File: src/rtl/uart_tx_fifo.sv
// UART transmitter with a small transmit FIFO in front of it.
//
// A rising edge on i_tx_start queues i_tx_data. The transmitter pops queued
// bytes and sends frames of start bit, DATA_BITS data bits (LSB first), an
// optional parity bit and STOP_BITS stop bits, each bit CLKS_PER_BIT cycles.
// Queued frames go out back-to-back with no idle cycles between them.
//
// Ports:
//   i_clock       clock, all state changes on the rising edge
//   i_reset       synchronous active-high reset; aborts any frame, flushes FIFO
//   i_tx_start    write request (rising edge detected internally)
//   i_tx_data     byte queued on a detected i_tx_start rising edge
//   o_tx          serial line, idle high, driven from a register
//   o_tx_busy     high while a frame is being shifted out
//   o_tx_done     one-cycle pulse in the last cycle of each frame
//   o_fifo_full   FIFO full flag (registered)
//   o_fifo_empty  FIFO empty flag (registered)
//   o_overflow    sticky: a write was dropped because the FIFO was full
module uart_tx_fifo #(
    parameter int unsigned CLKS_PER_BIT = 1085,
    parameter int unsigned DATA_BITS    = 8,
    parameter int unsigned PARITY       = 0,
    parameter int unsigned STOP_BITS    = 1,
    parameter int unsigned FIFO_DEPTH   = 4
) (
    input  logic                 i_clock,
    input  logic                 i_reset,
    input  logic                 i_tx_start,
    input  logic [DATA_BITS-1:0] i_tx_data,
    output logic                 o_tx,
    output logic                 o_tx_busy,
    output logic                 o_tx_done,
    output logic                 o_fifo_full,
    output logic                 o_fifo_empty,
    output logic                 o_overflow
);

    localparam int unsigned PtrW       = $clog2(FIFO_DEPTH);
    localparam int unsigned CntW       = PtrW + 1;
    localparam int unsigned StopCycles = STOP_BITS * CLKS_PER_BIT;
    // One counter times both single bits and the whole stop period.
    localparam int unsigned BaudW      = $clog2(StopCycles);
    localparam int unsigned BitW       = $clog2(DATA_BITS);

    localparam logic [BaudW-1:0] BitLast  = BaudW'(CLKS_PER_BIT - 1);
    localparam logic [BaudW-1:0] StopLast = BaudW'(StopCycles - 1);
    localparam logic [BitW-1:0]  DataLast = BitW'(DATA_BITS - 1);
    localparam logic [CntW-1:0]  CntFull  = CntW'(FIFO_DEPTH);

    typedef enum logic [2:0] {StIdle, StStart, StData, StParity, StStop} state_e;

    state_e               state_q, state_d;
    logic [BaudW-1:0]     baud_q, baud_d;
    logic [BitW-1:0]      bit_q, bit_d;
    logic [DATA_BITS-1:0] shift_q, shift_d;
    logic                 par_q, par_d;
    logic                 tx_q, tx_d;
    logic                 start_q;

    logic [DATA_BITS-1:0] mem [FIFO_DEPTH];
    logic [PtrW-1:0]      wr_ptr_q, rd_ptr_q;
    logic [CntW-1:0]      count_q, count_d;
    logic                 full_q, empty_q, ovf_q;

    logic                 write_req, push, pop, launch;
    logic [DATA_BITS-1:0] head;

    assign write_req = i_tx_start & ~start_q;
    // Fullness is the registered flag, so a same-cycle pop cannot rescue a write.
    assign push      = write_req & ~full_q;
    assign pop       = launch;
    assign head      = mem[rd_ptr_q];

    always_comb begin
        count_d = count_q;
        if (push && !pop) begin
            count_d = count_q + 1'b1;
        end else if (!push && pop) begin
            count_d = count_q - 1'b1;
        end
    end

    always_comb begin
        state_d = state_q;
        baud_d  = baud_q + 1'b1;
        bit_d   = bit_q;
        shift_d = shift_q;
        par_d   = par_q;
        tx_d    = tx_q;
        launch  = 1'b0;
        case (state_q)
            StIdle: begin
                tx_d   = 1'b1;
                baud_d = '0;
                launch = ~empty_q;
            end
            StStart: begin
                if (baud_q == BitLast) begin
                    state_d = StData;
                    baud_d  = '0;
                    tx_d    = shift_q[0];
                end
            end
            StData: begin
                if (baud_q == BitLast) begin
                    baud_d = '0;
                    if (bit_q == DataLast) begin
                        if (PARITY != 0) begin
                            state_d = StParity;
                            tx_d    = par_q;
                        end else begin
                            state_d = StStop;
                            tx_d    = 1'b1;
                        end
                    end else begin
                        bit_d   = bit_q + 1'b1;
                        shift_d = shift_q >> 1;
                        tx_d    = shift_q[1];
                    end
                end
            end
            StParity: begin
                if (baud_q == BitLast) begin
                    state_d = StStop;
                    baud_d  = '0;
                    tx_d    = 1'b1;
                end
            end
            StStop: begin
                if (baud_q == StopLast) begin
                    if (!empty_q) begin
                        launch = 1'b1;
                    end else begin
                        state_d = StIdle;
                        baud_d  = '0;
                        tx_d    = 1'b1;
                    end
                end
            end
            default: begin
                state_d = StIdle;
                baud_d  = '0;
                tx_d    = 1'b1;
            end
        endcase
        // Shared by idle start-up and back-to-back chaining out of the stop bits.
        if (launch) begin
            state_d = StStart;
            baud_d  = '0;
            bit_d   = '0;
            shift_d = head;
            par_d   = (PARITY == 1) ? ~(^head) : (^head);
            tx_d    = 1'b0;
        end
    end

    always_ff @(posedge i_clock) begin
        if (push && !i_reset) begin
            mem[wr_ptr_q] <= i_tx_data;
        end
    end

    always_ff @(posedge i_clock) begin
        if (i_reset) begin
            state_q  <= StIdle;
            baud_q   <= '0;
            bit_q    <= '0;
            shift_q  <= '0;
            par_q    <= 1'b0;
            tx_q     <= 1'b1;
            start_q  <= 1'b0;
            wr_ptr_q <= '0;
            rd_ptr_q <= '0;
            count_q  <= '0;
            full_q   <= 1'b0;
            empty_q  <= 1'b1;
            ovf_q    <= 1'b0;
        end else begin
            state_q <= state_d;
            baud_q  <= baud_d;
            bit_q   <= bit_d;
            shift_q <= shift_d;
            par_q   <= par_d;
            tx_q    <= tx_d;
            start_q <= i_tx_start;
            if (push) begin
                wr_ptr_q <= wr_ptr_q + 1'b1;
            end
            if (pop) begin
                rd_ptr_q <= rd_ptr_q + 1'b1;
            end
            count_q <= count_d;
            full_q  <= (count_d == CntFull);
            empty_q <= (count_d == '0);
            if (write_req && full_q) begin
                ovf_q <= 1'b1;
            end
        end
    end

    assign o_tx         = tx_q;
    assign o_tx_busy    = (state_q != StIdle);
    assign o_tx_done    = (state_q == StStop) && (baud_q == StopLast);
    assign o_fifo_full  = full_q;
    assign o_fifo_empty = empty_q;
    assign o_overflow   = ovf_q;

endmodule

File: config.mk
export PLATFORM = sky130hd
export DESIGN_NAME = uart_tx_fifo
export DESIGN_NICKNAME = d
export VERILOG_FILES = /design/src/rtl/uart_tx_fifo.sv
export SDC_FILE = /design/constraint.sdc
export NUM_CORES = 1
export LEC_CHECK = 0
export BUFFER_PORTS_ARGS = -buffer_cell sky130_fd_sc_hd__buf_2
export CORE_ASPECT_RATIO = 1.5
export CORE_UTILIZATION = 40
export DETAILED_ROUTE_END_ITERATION = 8
export PLACE_DENSITY = 0.54
export SKIP_LAST_GASP = 1
export SLEW_MARGIN = 10
export SYNTH_ARGS = -nofsm -noshare
export SYNTH_HDL_FRONTEND = slang
export SYNTH_SLANG_ARGS = --single-unit
File: constraint.sdc
create_clock -name i_clock -period 2.79 [get_ports i_clock]
set_input_delay 0.558 -clock i_clock [delete_from_list [all_inputs] [get_ports i_clock]]
set_output_delay 0.558 -clock i_clock [all_outputs]
set_load 0.05 [all_outputs]
==> results of run 1 <==
worst max path at each step:
stage,startpoint,to,slack [ns],cells past startpoint
global route,baud_q[0]$_SDFF_PP0_,o_tx_done,0.008,6
detailed placement,baud_q[0]$_SDFF_PP0_,o_tx_done,0.49,6
finish,baud_q[0]$_SDFF_PP0_,o_tx_done,0.12,6
global placement,baud_q[0]$_SDFF_PP0_,o_tx_done,0.51,6
CTS,baud_q[0]$_SDFF_PP0_,o_tx_done,0.11,6
floorplan,baud_q[0]$_SDFF_PP0_,o_tx_done,0.39,5
layout by cell type (no fill, tap or decap), types with 3 or more instances in the layout:
cell,synthesis,final
a21oi_1,14,14
nor3b_1,3,3
ha_1,10,10
nand4_1,4,4
dfxtp_1,39,39
nor3_1,7,7
buf_4,1,5
inv_1,9,9
xnor2_1,9,9
edfxtp_1,32,32
nand3_1,7,7
o21ai_0,5,5
mux4_2,8,8
mux2i_1,4,4
xor2_1,6,6
and2_1,4,4
a22oi_1,10,10
a31oi_1,4,4
nand2_1,17,17
nor2_1,26,26
clkbuf_16,0,9
buf_2,1,16
critical path, delay by kind of cell, from the launching register on:
kind | cells | cell delay, ns
flip-flops | 1 | 0.34
adder cells (fa/ha/maj) | 1 | 0.15
buffers and inverters | 2 | 0.35
AND/OR/NAND/NOR | 3 | 0.93
cells by family after synthesis:
family                     synth area share, %
and+or+nand+nor                           15.4
adders and majority gates                 4.03
AOI/OAI and AO/OA                         9.03
buffers and inverters                     4.07
xor gates and xnor gates                  4.23
muxes                                     7.09
DFF                                       56.1
state kept, by name, indices dropped and copies added, names as in the netlist, named ones only:
name / cells
baud_q: 11
bit_q: 3
count_q: 3
mem: 32
o_fifo_empty: 1
o_fifo_full: 1
o_overflow: 1
o_tx: 1
rd_ptr_q: 2
shift_q: 8
start_q: 1
state_q: 3
wr_ptr_q: 2
stage by stage:
step                      hold slack [ns]  area, sq um  cells  util (%)
final                               0.436         3540    382      46.9
after global routing                0.431         3540    382      46.9
after CTS                           0.427         3540    382      46.9
after detailed placement            0.445         3260    367      43.1
after global placement              0.440         3260    367      43.1
after floorplan                     0.430         3100    257         -
power by group:
part / switching (mW) / internal [mW] / leakage (nW)
logic: 0.413 / 0.323 / 0.480
registers: 0.141 / 1.22 / 0.608
clock network: 0.423 / 0.683 / 0.135
area by class of cell:
class,instances,area (sq um)
Clock buffer,9,225
Clock inverter,6,62.6
Fill cell,700,4020
Inverter,9,33.8
Multi-Input combinational cell,164,1240
Sequential cell,71,1740
Tap cell,102,128
Timing Repair Buffer,21,118
metal layers:
metal,global-route usage [%],wire length (um),up-vias
met5,0,0,-
met4,10.6,162,0
met3,4.22,154,15
met2,26.8,3000,35
met1,18.7,2490,960
li1,-,-,978
==> impl_metrics.tcl, run 1 <==
set metrics [dict create \
    start_util_pct 41.0 \
    synth_top_cell_area_share_pct 31.0 \
    rsz0062_at_grt "no" \
    detail_route.vias_per_cell 5.20 \
    place_ws_ns 0.486 \
    chipHeight_um 110 \
    clock_sinks 71 \
    die_x_um 73.9 \
    synth_edf_count 32 \
    fin_setup_tns_ns 0 \
    ys.flop_type "dfxtp_1" \
    max_freq_mhz 375 \
    max-slew-margin-rel_pct 62.2 \
    whs_endpoint "mem[3][4]$_DFFE_PP_" \
    synth.yosys.warnings 0 \
    synth.most_common_cell "dfxtp_1" \
    cts_tree "yes" \
    synthTopCellsByArea "edfxtp_1, dfxtp_1, mux4_2, ha_1, nor2_1" \
    antenna_found_initial 0 \
    finalCritPeriodShare_pct 95.5 \
    hp-start "i_tx_data[4]" \
    crit_chain "inv_1 > ha_1 > or4b_4 > nor3_1 > and3_1 > buf_2" \
    grt_use_total_pct 16.4 \
    antenna_cells 0 \
    end_kind "primary output" \
    start_kind "flop" \
    synth_common_cells "dfxtp_1, edfxtp_1, nor2_1, nand2_1, a21oi_1" \
    worst_pin_slew_ns 0.566 \
    fin_ws_ns 0.124 \
    mappedNetlistNets 278 \
    drive_above_1_share_pct 18.6 \
    synth_cell_type_count 49 \
    worst-path-max-fanout 5 \
    status "complete, no violations" \
    ant_nets 0 \
    grt_pass1_vias 1951 \
    cap_violations 0 \
    setup_viol 0 \
    period_minus_slack_ns 2.67 \
    grt_overflow 0 \
    nets 297 \
    wire_per_inst_um 15.2 \
    dp_hpwl_mm 3.96 \
    drt-total-wl_mm 5.81 \
    skew_ns 0.00652 \
    rows 39 \
    netlist_area_sq_um 3100 \
    io-pin-count 17 \
    worstPathArrival_ns 2.11 \
    hold_viol 0 \
    critPathKind "flop to primary output" \
    synth-seq-area-share_pct 56.1 \
    vias 1988 \
    synthArstFlopShare_pct 0 \
    slowest_stage "or4b_4" \
    cts.path.max_buffers 2 \
    peakVddDrop_mv 0.589 \
    cts-resized-gates 0 \
    max_stage_delay_ns 0.51 \
    r2r_end "shift_q[6]$_SDFFE_PP0P_" \
    min_path_type "input port to flop" \
    synth_top_cell_by_area "edfxtp_1" \
    r2r-start "bit_q[0]$_SDFFE_PP0P_" \
    cts_buffers 9 \
    dr.pass1.iters 4 \
    htreeDepth 3 \
    grt_max_degree 20 \
    r2r_slack_ns 0.62 \
    min_path_cells 1 \
    place.gp.congestion 0.760 \
    drc 0 \
    r2r_cells 7 \
    insertion_delay_ns 0.33 \
    syn_avg_cell_area_sq_um 12.1 \
    clk_pin_slew_ns 0.06 \
    ys_ff_latch 71 \
    cellPowerDensity_nw_per_um2 902 \
    first_iter_violations 100 \
    cellLeakagePower_nw 1.22 \
    netlist_instances 257 \
    slew_violations 0 \
    clockRootBuffer "clkbuf_16" \
    required_ns 2.23 \
    portBuffers 16 \
    fp.coreArea_sq_um 7560 \
    syn_to_final_growth_pct 14.2 \
    finalPower_mw 3.20 \
    die_area_sq_um 8120 \
    grt_pass1_wl_mm 9.58 \
    ctsHoldBuffers 0 \
    cts_setup_buffers 0 \
]
No activity file was read; power rests on OpenSTA's default activity.
==> run 2: changes to the inputs <==
CORE_ASPECT_RATIO = default   (was 1.5)
==> impl_metrics.tcl, run 2 (synthesized netlist as in run 1, its figures left out) <==
set metrics [dict create \
    status "complete, no violations" \
    cts_setup_buffers 0 \
    grt_pass1_wl_mm 9.18 \
    grt_overflow 0 \
    rows 31 \
    whs_ns 0.415 \
    first_iter_violations 103 \
    dp_hpwl_mm 3.64 \
    max-slew-margin-rel_pct 61.4 \
    htreeDepth 3 \
    r2r-start "bit_q[0]$_SDFFE_PP0P_" \
    cellPowerDensity_nw_per_um2 830 \
    clock_sinks 71 \
    ant_nets 0 \
    design_area_sq_um 3430 \
    min_path_type "input port to flop" \
    drt-total-wl_mm 5.44 \
    top_regs "mem (32), baud_q (11), shift_q (8)" \
    max_freq_mhz 374 \
    worst_pin_slew_ns 0.570 \
    start_util_pct 42.1 \
    top_register "mem" \
    drc 0 \
    vias 1961 \
    cap_violations 0 \
    portBuffers 16 \
    cts_tree "yes" \
    cts_buffers 9 \
    antenna_found_initial 0 \
    hold_viol 0 \
    setup_viol 0 \
    grt_pass1_vias 1882 \
    worst-path-max-fanout 5 \
    grt_max_degree 31 \
    period_minus_slack_ns 2.67 \
    dr.pass1.iters 4 \
    hp-start "i_tx_data[3]" \
    fin_util_pct 46.6 \
    rsz0062_at_grt "no" \
    antenna_cells 0 \
    fin_setup_tns_ns 0 \
    die_area_sq_um 8120 \
    layout_commonest_cell "dfxtp_1" \
    slew_violations 0 \
    skew_ns 0.0119 \
    post_dp_cell_area_sq_um 3250 \
    largest_reg_flops 32 \
    ctsHoldBuffers 0 \
    finalCritPeriodShare_pct 95.8 \
    chipHeight_um 90.1 \
    fp.coreArea_sq_um 7370 \
    detail_route.vias_per_cell 5.17 \
    r2r_end "shift_q[6]$_SDFFE_PP0P_" \
    cellLeakagePower_nw 1.17 \
    syn_to_final_growth_pct 10.5 \
    worstPathArrival_ns 2.11 \
    clk_pin_slew_ns 0.09 \
    drive_above_1_share_pct 18.9 \
    r2r_slack_ns 0.52 \
    die_x_um 90.1 \
    critPathKind "flop to primary output" \
    place.gp.congestion 0.709 \
    r2r_cells 7 \
    grt_use_total_pct 14.7 \
    startpoint "baud_q[0]$_SDFF_PP0_" \
    min_path_cells 1 \
    cts.path.max_buffers 2 \
    whs_endpoint "mem[2][3]$_DFFE_PP_" \
    nets 296 \
    clockRootBuffer "clkbuf_8" \
    start_kind "flop" \
    required_ns 2.23 \
    cts-resized-gates 0 \
    peakVddDrop_mv 0.401 \
    io-pin-count 17 \
    final_cell_mix "dfxtp_1, edfxtp_1, nor2_1, nand2_1, buf_2" \
    end_kind "primary output" \
    insertion_delay_ns 0.35 \
    wire_per_inst_um 14.4 \
]
==> run 2: where the power goes <==
| part | switching (mW) | internal (mW) | leakage, nW | total, mW |
|---|---|---|---|---|
| Clock | 0.434 | 0.341 | 0.0892 | 0.774 |
| Combinational | 0.401 | 0.322 | 0.476 | 0.723 |
| Sequential | 0.138 | 1.21 | 0.608 | 1.35 |
| Total | 0.972 | 1.88 | 1.17 | 2.85 |
==> run 2: critical path, stage by stage (launching register included) <==
cell and delay (ns):
dfxtp_1 0.35, inv_1 0.09, ha_1 0.16, or4b_4 0.52, nor3_1 0.21, and3_1 0.18, buf_2 0.25
==> run 2: through the flow <==
| step | setup WS (ns) | std cells | total power [mW] |
|---|---|---|---|
| final | 0.118 | 379 | 2.85 |
| after global placement | 0.534 | 363 | 2.11 |
| after detailed placement | 0.510 | 363 | 2.10 |
| after global routing | 0.0189 | 379 | 3.02 |
| after floorplan | 0.390 | 257 | 1.95 |
| after CTS | 0.119 | 379 | 2.89 |
==> run 2: area by class of cell <==
cell class,count,area (sq um)
clock buffer,9,124
clock inverter,7,61.3
fill,695,3940
inverter,9,33.8
multi-input combinational,164,1240
sequential,71,1740
tap,99,124
timing repair buffer,20,110
==> run 2: worst max path at each step <==
stage,endpoint,slack (ns),depth (start not counted)
final,o_tx_done,0.12,6
after floorplan,o_tx_done,0.39,5
after global placement,mem[0][2]$_DFFE_PP_,0.53,4
after CTS,o_tx_done,0.12,6
after global routing,o_tx_done,0.02,6
after detailed placement,o_tx_done,0.51,6
==> run 2: routing by layer <==
metal / wire, um / global-route usage [%]
met4: 144 / 7.93
met5: 0 / 0
met2: 2550 / 22.5
met3: 261 / 4.99
met1: 2490 / 18.2
